### src/rtl/expr_eval_fsm_if.sv
// Character-stream bus for expr_eval_fsm.
//   in        : ASCII character from the producer
//   in_valid  : qualifies `in`; nothing is consumed while low
//   out       : stream so far is a complete, legal expression
//   dead      : stream hit an illegal character or a limit (sticky)
//   value     : left-to-right result, meaningful while out=1
//   op_count  : operators accepted so far
// master = character producer / result consumer, slave = the recogniser.
interface expr_eval_fsm_if #(
    parameter int WIDTH   = 8,
    parameter int MAX_OPS = 7
);
    localparam int OPC_W = $clog2(MAX_OPS + 1);

    logic [7:0]       in;
    logic             in_valid;
    logic             out;
    logic             dead;
    logic [WIDTH-1:0] value;
    logic [OPC_W-1:0] op_count;

    modport master (
        output in, in_valid,
        input  out, dead, value, op_count
    );

    modport slave (
        input  in, in_valid,
        output out, dead, value, op_count
    );
endinterface

### src/rtl/expr_eval_fsm.sv
// Expression recogniser/evaluator for an ASCII character stream.
// Accepts operand (op operand)* where an operand is 1..MAX_DIGITS decimal
// digits and op is '+', '-' or '*'. Evaluates strictly left to right,
// modulo 2^WIDTH.
// Ports:
//   clk : rising-edge clock
//   clr : synchronous active-high reset, wins over in_valid
//   bus : expr_eval_fsm_if.slave (in, in_valid -> out, dead, value, op_count)
// All outputs are registered; a character accepted at an edge shows up
// on the outputs right after that edge.
module expr_eval_fsm #(
    parameter int WIDTH      = 8,
    parameter int MAX_DIGITS = 3,
    parameter int MAX_OPS    = 7
) (
    input logic           clk,
    input logic           clr,
    expr_eval_fsm_if.slave bus
);
    localparam int OPC_W = $clog2(MAX_OPS + 1);
    localparam int DIG_W = $clog2(MAX_DIGITS + 1);

    typedef enum logic [1:0] {START, NUM, OP, DEAD} state_t;
    typedef enum logic [1:0] {OP_ADD, OP_SUB, OP_MUL} arith_t;

    state_t           state, state_n;
    arith_t           pend, pend_n;
    logic [WIDTH-1:0] acc, acc_n;
    logic [WIDTH-1:0] cur, cur_n;
    logic [WIDTH-1:0] value, value_n;
    logic [DIG_W-1:0] digits, digits_n;
    logic [OPC_W-1:0] opc, opc_n;
    logic             out_q, dead_q;

    logic [7:0]       diff;
    logic [3:0]       d;
    logic             is_digit, is_op;
    arith_t           in_op;
    logic [WIDTH-1:0] cur_first, cur_ext;

    function automatic logic [WIDTH-1:0] apply_op(
        input logic [WIDTH-1:0] a,
        input arith_t           op,
        input logic [WIDTH-1:0] b
    );
        case (op)
            OP_SUB:  return a - b;
            OP_MUL:  return a * b;
            default: return a + b;
        endcase
    endfunction

    // cur*10 + d done as shifts so everything stays WIDTH bits (wraps mod 2^WIDTH)
    function automatic logic [WIDTH-1:0] mul10_add(
        input logic [WIDTH-1:0] c,
        input logic [3:0]       dig
    );
        return (c << 3) + (c << 1) + WIDTH'(dig);
    endfunction

    // Character classification
    always_comb begin
        diff     = bus.in - 8'h30;
        d        = diff[3:0];
        is_digit = (bus.in >= 8'h30) && (bus.in <= 8'h39);
        is_op    = (bus.in == 8'h2B) || (bus.in == 8'h2D) || (bus.in == 8'h2A);
        case (bus.in)
            8'h2D:   in_op = OP_SUB;
            8'h2A:   in_op = OP_MUL;
            default: in_op = OP_ADD;
        endcase
        cur_first = WIDTH'(d);
        cur_ext   = mul10_add(cur, d);
    end

    // Next-state and datapath updates
    always_comb begin
        state_n  = state;
        pend_n   = pend;
        acc_n    = acc;
        cur_n    = cur;
        value_n  = value;
        digits_n = digits;
        opc_n    = opc;
        if (bus.in_valid) begin
            case (state)
                // START behaves like OP with acc=0 and pending '+', so the
                // first operand's value falls out of the same rule.
                START, OP: begin
                    if (is_digit) begin
                        state_n  = NUM;
                        cur_n    = cur_first;
                        digits_n = DIG_W'(1);
                        value_n  = apply_op(acc, pend, cur_first);
                    end else begin
                        state_n = DEAD;
                    end
                end
                NUM: begin
                    if (is_digit) begin
                        if (digits < DIG_W'(MAX_DIGITS)) begin
                            cur_n    = cur_ext;
                            digits_n = digits + DIG_W'(1);
                            value_n  = apply_op(acc, pend, cur_ext);
                        end else begin
                            state_n = DEAD;
                        end
                    end else if (is_op) begin
                        if (opc < OPC_W'(MAX_OPS)) begin
                            state_n  = OP;
                            acc_n    = value;
                            pend_n   = in_op;
                            cur_n    = '0;
                            digits_n = '0;
                            opc_n    = opc + OPC_W'(1);
                        end else begin
                            state_n = DEAD;
                        end
                    end else begin
                        state_n = DEAD;
                    end
                end
                default: state_n = DEAD;
            endcase
        end
    end

    always_ff @(posedge clk) begin
        if (clr) begin
            state  <= START;
            pend   <= OP_ADD;
            acc    <= '0;
            cur    <= '0;
            value  <= '0;
            digits <= '0;
            opc    <= '0;
            out_q  <= 1'b0;
            dead_q <= 1'b0;
        end else begin
            state  <= state_n;
            pend   <= pend_n;
            acc    <= acc_n;
            cur    <= cur_n;
            value  <= value_n;
            digits <= digits_n;
            opc    <= opc_n;
            out_q  <= (state_n == NUM);
            dead_q <= (state_n == DEAD);
        end
    end

    assign bus.out      = out_q;
    assign bus.dead     = dead_q;
    assign bus.value    = value;
    assign bus.op_count = opc;
endmodule

### src/flat_wrapper.sv
// flat-port wrapper written by rule: the top's interface ports become plain ports
module expr_eval_fsm_flat 
#(
    parameter int WIDTH      = 8,
    parameter int MAX_DIGITS = 3,
    parameter int MAX_OPS    = 7
)
  (clk, clr, bus_in, bus_in_valid, bus_out, bus_dead, bus_value, bus_op_count);
  expr_eval_fsm_if #(.WIDTH(WIDTH), .MAX_OPS(MAX_OPS)) bus_i ();
  input logic clk;
  input logic clr;
  input wire logic [$bits(bus_i.in)-1:0] bus_in;
  input wire logic [$bits(bus_i.in_valid)-1:0] bus_in_valid;
  output wire logic [$bits(bus_i.out)-1:0] bus_out;
  output wire logic [$bits(bus_i.dead)-1:0] bus_dead;
  output wire logic [$bits(bus_i.value)-1:0] bus_value;
  output wire logic [$bits(bus_i.op_count)-1:0] bus_op_count;
  assign bus_i.in = bus_in;
  assign bus_i.in_valid = bus_in_valid;
  assign bus_out = bus_i.out;
  assign bus_dead = bus_i.dead;
  assign bus_value = bus_i.value;
  assign bus_op_count = bus_i.op_count;
  expr_eval_fsm #(.WIDTH(WIDTH), .MAX_DIGITS(MAX_DIGITS), .MAX_OPS(MAX_OPS)) u_core (.clk(clk), .clr(clr), .bus(bus_i));
endmodule
### config.mk
export PLATFORM = sky130hd
export DESIGN_NAME = expr_eval_fsm_flat
export DESIGN_NICKNAME = d
export VERILOG_FILES = /design/src/rtl/expr_eval_fsm_if.sv /design/src/rtl/expr_eval_fsm.sv /design/src/flat_wrapper.sv
export SDC_FILE = /design/constraint.sdc
export NUM_CORES = 1
export LEC_CHECK = 0
export BUFFER_PORTS_ARGS = -buffer_cell sky130_fd_sc_hd__clkbuf_2
export CAP_MARGIN = 25
export CELL_PAD_IN_SITES_DETAIL_PLACEMENT = 0
export CELL_PAD_IN_SITES_GLOBAL_PLACEMENT = 2
export CORE_ASPECT_RATIO = 0.5
export CORE_MARGIN = 2
export CORE_UTILIZATION = 39
export DETAILED_ROUTE_END_ITERATION = 10
export PLACE_DENSITY = 0.81
export SLEW_MARGIN = 20
export SYNTH_ARGS = -nofsm -noshare
export SYNTH_HDL_FRONTEND = slang
export SYNTH_SLANG_ARGS = --single-unit
### constraint.sdc
create_clock -name clk -period 9.1 [get_ports clk]
set_input_delay 2.275 -clock clk [delete_from_list [all_inputs] [get_ports clk]]
set_output_delay 2.275 -clock clk [all_outputs]
set_load 0.05 [all_outputs]
# Yosys cells after proc, flatten, opt, wreduce, memory -nomap -nowiden
# Index checks and enable logic that the tools add are counted.
# Widths: inputs -> output; s select.
# op_classes
n_addsub	9
n_lt_le_gt_ge	4
reduce_logical	9
n_mux	26
multipliers	2
eq_ne	15
n_bitwise	1
# ops
cell	n
$pmux 8 s2	3
$mux 7	5
$eq 8x6->1 const B	3
$mux 8	3
$mux 2	9
$add 8x4->8	2
$add 8x8->8	2
$pmux 7 s2	1
$pmux 2 s2	3
$reduce_and 5->1	2
$ge 8x6->1 const B	1
$le 8x6->1 const B	1
$mul 8x4->8	1
$mul 8x8->8	1
$sub 8x4->8	1
$sub 8x8->8	1
$eq 2x1->1 const B	3
$eq 2x2->1 const B	3
$ne 2x1->1 const B	3
$ne 3x1->1 const B	2
$reduce_and 6->1	1
$sub 4x1->4 const B	1
$add 3x1->3 const B	1
$lt 3x3->1 const B	1
10 further kinds	12
# word_totals
inputBits	11
register_bits	34

# Longest topological paths before layout
# Gate-level depths: netlist (run 1).
# logic_depth
word_depth	8
depth_mapped	24
ltp_nobuf	23

# Worst setup path after synthesis (run 1)
# OpenSTA, ideal clock, no wires.
# synth_path
path_type	input -> register
from	input port bus_in[3]
to	register u_core.value[7] (netlist: u_core.bus.value[7])
path_buffers	1
t_arrival_ns	7.717
path_slack_ns	1.261
path_stages	23
setup_time_ns	0.122
required_ns	8.978
path_cell_list	buf_2 -> inv_1 -> fa_1 -> inv_1 -> fa_1 -> a21o_2 -> a21oi_1 -> xor2_1 -> nor2_1 -> ha_1 -> ha_1 -> fa_1 -> inv_1 -> fa_1 -> inv_1 -> ha_1 -> a21oi_1 -> xnor2_1 -> xnor3_1 -> xnor3_1 -> xnor2_1 -> nor3b_1 -> a311o_1
# synth_via
elab_chain_cells	7
# synth_rtl
element	line_no	rtl
from (decl)	flat_wrapper.sv:12	input wire logic [$bits(bus_i.in)-1:0] bus_in;
$sub 4x1->4	expr_eval_fsm.sv:63	diff = bus.in - 8'h30;
$add 8x4->8	expr_eval_fsm.sv:58	return (c << 3) + (c << 1) + WIDTH'(dig);
$mul 8x8->8, or another cell as far along	expr_eval_fsm.sv:48	OP_MUL: return a * b;
$pmux 8 s2	expr_eval_fsm.sv:46	case (op)
$mux 8	expr_eval_fsm.sv:101	if (digits < DIG_W'(MAX_DIGITS)) begin
$mux 8	expr_eval_fsm.sv:100	if (is_digit) begin
$pmux 8 s2	expr_eval_fsm.sv:86	case (state)
to (signal assigned)	expr_eval_fsm.sv:144	value <= value_n;
to (decl)	expr_eval_fsm.sv:30	logic [WIDTH-1:0] value, value_n;
# Several ways; a longest one is shown, not always the timed one. The select of a mux whose other input is x is not followed.
# A chain may end at the register's enable or synchronous reset.

# Final worst setup path (run 1)
# Same ends and word-level chain as after synthesis.

==> results of run 1 <==
-- worst max path at each step --
stage | endpoint | depth (start not counted) | slack [ns]
2_1_floorplan | u_core.bus.value[7] | 23 | 1.26
3_3_place_gp | u_core.bus.value[7] | 23 | 1.04
3_5_place_dp | u_core.bus.value[7] | 23 | 0.97
4_1_cts | u_core.bus.value[7] | 23 | 1.24
5_1_grt | u_core.bus.value[7] | 24 | 0.85
6_report | u_core.bus.value[7] | 23 | 1.26
-- final cells by class --
type / instances / area (µm²)
Clock buffer: 7 / 143
Clock inverter: 1 / 5.00
Fill cell: 1003 / 5720
Inverter: 54 / 203
Multi-Input combinational cell: 367 / 3100
Sequential cell: 34 / 681
Tap cell: 140 / 175
Timing Repair Buffer: 28 / 153
-- per-stage QoR --
| step | power [mW] | instances | area, µm² |
|---|---|---|---|
| final | 0.386 | 631 | 4460 |
| after CTS | 0.393 | 631 | 4460 |
| after floorplan | 0.201 | 477 | 4080 |
| after global placement | 0.220 | 623 | 4310 |
| after global routing | 0.405 | 631 | 4460 |
| after detailed placement | 0.220 | 623 | 4310 |
-- Yosys cell counts, types with 2 or more instances --
| library cell | instances |
|---|---|
| ha_1 | 56 |
| a221oi_1 | 3 |
| mux2i_1 | 16 |
| xor2_1 | 10 |
| nand2_1 | 37 |
| mux4_2 | 5 |
| nand3_1 | 3 |
| nor3_1 | 7 |
| buf_2 | 5 |
| nor4_1 | 2 |
| a21oi_1 | 28 |
| nand2b_1 | 7 |
| xnor3_1 | 2 |
| o21a_1 | 3 |
| a32o_1 | 2 |
| a32oi_1 | 2 |
| nor2_1 | 51 |
| or3b_2 | 2 |
| nand3b_1 | 2 |
| o21bai_1 | 4 |
| nor3b_1 | 3 |
| dfxtp_1 | 34 |
| fa_1 | 25 |
| a21o_1 | 6 |
| and2_1 | 17 |
| inv_1 | 54 |
| clkbuf_1 | 15 |
| xnor2_1 | 38 |
| nor2b_1 | 5 |
| and2_2 | 2 |
| o21ai_0 | 9 |
| a211oi_1 | 3 |
-- critical path: cells and delay by family --
family	cells	cell delay [ns]
adder cells (fa/ha/maj)	7	2.97
AO/OA/AOI/OAI	3	0.63
XOR/XNOR	5	1.40
AND/OR/NAND/NOR	2	0.22
buffers and inverters	6	0.48
-- state kept, by name, indices dropped and copies added (netlist names) --
signal	flops
u_core.bus.value	8
u_core.pend	2
u_core.bus.op_count	3
u_core.cur	7
u_core.acc	8
u_core.digits	2
u_core.bus.dead	1
u_core.bus.out	1
u_core.state	2
-- kinds of logic (layout without fill, tap and decap cells) --
logic type	after synthesis	after routing	share of synthesized area [%]
xor+xnor	52	52	12.2
buf+inv	76	90	7.33
simple gates	143	143	16.6
fa+ha+maj	81	81	29.4
compound gates	70	70	11.1
flops	34	34	16.7
mux	21	21	6.69
-- per-layer routing --
metal / global-route usage [%] / wire length [µm]
met1: 28.7 / 5580
met2: 29.4 / 4360
met3: 2.93 / 409
met4: 4.10 / 88
met5: 0 / 0
-- report_power, final --
part	internal (mW)	switching, mW	leakage [nW]	total, mW
combinational	0.0249	0.0393	1.90	0.0642
clock	0.108	0.0614	0.0739	0.170
sequential	0.151	0.00162	0.275	0.152
total	0.284	0.102	2.25	0.386
==> results.md, run 1 <==
* Htree depth at 2
* Port Buffer Count at 23
* Fmax at between 0.1 and 0.15 GHz
* P&R area growth vs syn at 9.29%
* Syn avg cell area at about 8.6 µm²
* Most frequent cells in the layout: ha_1 (56), inv_1 (54), nor2_1 (51), xnor2_1 (38), nand2_1 (37)
* Syn Std Cell Area at approximately 4000 µm²
* Peak supply drop at 0.0000792 V
* Outcome: completed
* Maximum Capacitance Violations at 0
* Root Driver: clkbuf_16
* Final hold slack at roughly 0.46 ns
* R2r setup slk at 3.12 ns
* CTS tree: done
* CTS max path bufs at 2
* Final count of hold timing violations at 0
* Tcrit/Tclk final at 86.2%
* Drt pass-1 iters at 5
* Initial core utilization at between 40% and 50%
* Vias in the first global route at 3236
* Tmin final at 7.84 ns
* Sequential area share after synthesis at roughly 17%
* Reg2reg path depth at 22
* DRT iter0 DRCs at about 140
* Final Util at 43.8%
* Hold Crit Class: flop to flop
* Clock buffer count from CTS at 5
* Core footprint at between 10000 and 15000 µm²
* Syn_nets at 569
* Hold path endpoint: u_core.digits[1]
* Synth top area share at between 10% and 20%
* # diodes at 0
* Hold Path Origin: u_core.digits[1]
* Critical Path RT at about 9 ns
* Worst Hold Depth at 2
* DRC violations left at 0
* Warnings from Yosys at 0
* Clock-pin slew on the worst setup and hold paths at roughly 0.05 ns
* Dominant synthesized flop cell: dfxtp_1
* Largest net degree at the start of global routing at 32
* RSZ-0062 raised after global routing: no
* Tot GR Track Use at about a fifth
* Via density at ~5.1
* GRT overflow at 0
* First-pass GRT wire length at about 17000 µm
* Post-synth ARST share at 0%
* CP peak stage delay at 0.54 ns
* Mapped Cells at between 400 and 500
* Ports at 24
* Crit path DAT at roughly 8 ns
* Static leakage at ~2.3 nW
* Clk Latency, worst-skew pair at between 0.2 and 0.3 ns
* GP Congestion at 0.788
* R2R Path Start: u_core.cur[0]
* Smallest setup slack after layout at roughly 1.3 ns
* Clock Sinks at 34
* CTS Hold Bufs at 0
* CP Class: input port to flop
* Die area at between 10000 and 15000 µm²
* Slew Limit Fails at 0
* Place WS at approximately 0.97 ns
* Commonest non-fill, non-tap cell in the layout: ha_1
* Via count at 3194
* Post-CTS Resized at 0
* Initial antenna violation count at 0
* DPL Wire Length at 8090 µm
* Final setup viols at 0
* Row count at 26
* Die Height at 76.3 µm
* P per Cell Area at approximately 87 nW/µm²
* Synth area leader: ha_1
* Post-synth EDFFs at 0
* Measured slew at the worst slew-check pin at about 0.84 ns
* Largest cells by area after synthesis: ha_1 (17%), dfxtp_1 (17%), fa_1 (12%), xnor2_1 (8.2%), inv_1 (5.0%)
* Worst setup path start: bus_in[3]
* Startpoint Class: input port
* Normalized max-slew margin at a little over two fifths
* Setup TNS at 0 ns
* Slowest-stage cell, CP: fa_1
* Reg2reg end: u_core.bus.value[7]
* Layout cells sized above 1 at ~10%
* Nets at just under 600
* Cell breakdown of the critical path: clkbuf_2 > inv_1 > fa_1 > inv_1 > fa_1 > xor2_2 > nand2_1 > fa_1 > inv_1 > fa_1 > ha_1 > inv_1 > fa_1 > inv_1 > ha_1 > a21o_1 > a21oi_1 > xnor2_1 > xnor3_1 > xnor3_1 > xnor2_1 > nor3b_1 > a311o_1
* Register bit total from synthesis at 34
* WL per Instance at 16.5 µm
* Distinct cell type count after synthesis at slightly above 50
* WL final at about 10000 µm
* Critical Path Fanout Max at 8
* CP endpoint kind: flop
* Setup Skew at 0.00404 ns
* Post-CTS Setup Repair Bufs at 0
* Die Wd at around 150 µm
* Antenna violation net count after detailed routing at 0
Note: power is estimated with default switching activity, not from simulation.
==> run 2, diff against run 1 <==
Settings changed: CORE_UTILIZATION 39 to 35, PLACE_DENSITY 0.81 to 0.74.
==> run 2 against run 1 <==
Compared with the run above:
- clock power up 16%
- clock skew is 0.0021 ns lower
- critical path depth rose by 1
- worst hold slack improved by 0.0028 ns
- utilization decreased by 3.4 points
- final area increased by 1.2%
- routed wire length increased by 4.6%
- non-clock buffer count up 1
- die area rose by 11%
- clock-buffer cell count fell by 1
- critical endpoint unchanged
- largest power group unchanged
- highest routed layer unchanged
==> results.md, run 2 (synthesis gave the netlist of run 1 again) <==
* Die area at 12600 µm² (was 11300 µm²)
* Initial antenna violation count at 0 (unchanged)
* Fmax at 0.128 GHz (about the same)
* Die Wd at 157 µm (was 149 µm)
* Clock buffer count from CTS at 5 (unchanged)
* Final count of hold timing violations at 0 (unchanged)
* Fillers at 1173 (was 1003)
* Placed inst area at 4340 µm² (was 4310 µm²)
* Antenna violation net count after detailed routing at 0 (unchanged)
* Peak supply drop at 0.0000934 V (was 0.0000792 V)
* Htree depth at 2 (unchanged)
* DPL Wire Length at 8600 µm (was 8090 µm)
* Via count at 3202 (was 3194)
* RSZ-0062 raised after global routing: no (unchanged)
* GP Congestion at 0.831 (was 0.788)
* Normalized max-slew margin at 42.7% (was 44.0%)
* WL per Instance at 16.8 µm (was 16.5 µm)
* Via density at 4.93 (was 5.06)
* Drt pass-1 iters at 4 (was 5)
* Clock Sinks at 34 (unchanged)
* Fin area at 4510 µm² (was 4460 µm²)
* Slew Limit Fails at 0 (unchanged)
* Post-CTS Setup Repair Bufs at 0 (unchanged)
* Measured slew at the worst slew-check pin at 0.860 ns (was 0.840 ns)
* Ports at 24 (unchanged)
* Top Registers: u_core.acc: 8 flops, u_core.bus.value: 8 flops, u_core.cur: 7 flops (unchanged)
* CTS max path bufs at 2 (unchanged)
* Most frequent cells in the layout: ha_1 (56), inv_1 (54), nor2_1 (51), xnor2_1 (38), nand2_1 (37) (unchanged)
* Hold Crit Class: flop to flop (unchanged)
* Vias in the first global route at 3133 (was 3236)
* Root Driver: clkbuf_16 (unchanged)
* Nets at 583 (was 582)
* First-pass GRT wire length at 17500 µm (was 17100 µm)
* Core footprint at 11200 µm² (was 10200 µm²)
* Tmin final at 7.79 ns (was 7.84 ns)
* Clk Latency, worst-skew pair at 0.28 ns (was 0.27 ns)
* Tot GR Track Use at 18.5% (was 19.2%)
* Outcome: completed (unchanged)
* Commonest non-fill, non-tap cell in the layout: ha_1 (unchanged)
* Setup Skew at 0.00190 ns (was 0.00404 ns)
* WL final at 10900 µm (was 10400 µm)
* CTS Hold Bufs at 0 (unchanged)
* Tcrit/Tclk final at 85.6% (was 86.2%)
* P&R area growth vs syn at 10.6% (was 9.29%)
* Setup TNS at 0 ns (unchanged)
* Clock-pin slew on the worst setup and hold paths at 0.05 ns (about the same)
* Startpoint Class: input port (unchanged)
* Critical Path RT at 9.26 ns (about the same)
* Maximum Capacitance Violations at 0 (unchanged)
* Initial core utilization at 36.5% (was 40.1%)
* # diodes at 0 (unchanged)
* Port Buffer Count at 23 (unchanged)
* Die Height at 80.3 µm (was 76.3 µm)
* Largest net degree at the start of global routing at 32 (unchanged)
* Row count at 27 (was 26)
* DRC violations left at 0 (unchanged)
* GRT overflow at 0 (unchanged)
* Crit path DAT at 7.95 ns (was 8.00 ns)
* CP Class: input port to flop (unchanged)
* CTS tree: done (unchanged)
* P per Cell Area at 92.0 nW/µm² (was 86.6 nW/µm²)
* Critical Path Fanout Max at 4 (was 8)
* Post-CTS Resized at 0 (unchanged)
* DRT iter0 DRCs at 134 (was 137)
* Static leakage at 2.26 nW (was 2.25 nW)
* Final hold slack at 0.459 ns (was 0.457 ns)
* Final setup viols at 0 (unchanged)
* CP endpoint kind: flop (unchanged)
* Layout cells sized above 1 at 10.4% (was 10.2%)
-- run 2: changes by cell type in the layout (fill, tap and decap cells not counted), sizes merged --
cell	before	now
clkbuf	30	29
buf	5	6
clkinv	1	0
bufinv	0	1
-- run 2: per-stage QoR --
stage | util, % | worst slack, ns | cells | power (mW)
5_1_grt | 40.3 | 1.03 | 650 | 0.431
6_report | 40.3 | 1.31 | 650 | 0.415
3_5_place_dp | 38.8 | 1.05 | 643 | 0.220
4_1_cts | 40.3 | 1.30 | 650 | 0.419
2_1_floorplan | - | 1.26 | 477 | 0.201
3_3_place_gp | 38.8 | 1.14 | 643 | 0.221
-- run 2: final timing paths --
path                                  startpoint  cells after the start  slack (ns)             endpoint
worst min-delay path            u_core.digits[1]                      2        0.46     u_core.digits[1]
worst min register to register  u_core.digits[1]                      2        0.46     u_core.digits[1]
worst max-delay path                   bus_in[3]                     24        1.31  u_core.bus.value[7]
worst max register to register     u_core.cur[0]                     23        3.20  u_core.bus.value[7]
-- run 2: final cells by class --
type / instances / area, µm² / area share, %
tap: 159 / 199 / 4.41
inverter: 54 / 203 / 4.49
multi-input combinational: 367 / 3100 / 68.7
sequential: 34 / 681 / 15.1
clock buffer: 6 / 139 / 3.08
timing repair buffer: 29 / 160 / 3.55
clock inverter: 1 / 30.0 / 0.666
-- run 2: routing by layer --
metal  vias to the layer above  share of wire, %  global-route usage [%]
met1                      1520                53                    27.7
met2                        70                41                    28.7
met4                         0              0.73                    3.67
met3                         7               5.0                    1.94
li1                       1605                 -                       -
met5                         -                 0                       0
-- run 2: power by group --
part	switching [mW]	internal, mW	total (mW)
clock	0.0630	0.135	0.198
combinational	0.0399	0.0251	0.0650
sequential	0.00158	0.151	0.152
-- run 2: critical path: stages --
cell	delay [ns]
clkbuf_2	0.15
inv_1	0.12
fa_1	0.54
inv_1	0.07
ha_1	0.29
a211oi_1	0.32
nor2_1	0.10
xor2_1	0.32
inv_1	0.18
nor2_1	0.13
ha_1	0.24
ha_1	0.32
fa_1	0.54
inv_1	0.05
fa_1	0.52
inv_1	0.04
ha_1	0.31
a21oi_1	0.17
xnor2_1	0.15
xnor3_1	0.26
xnor3_1	0.35
xnor2_1	0.18
nor3b_1	0.06
a311o_1	0.29
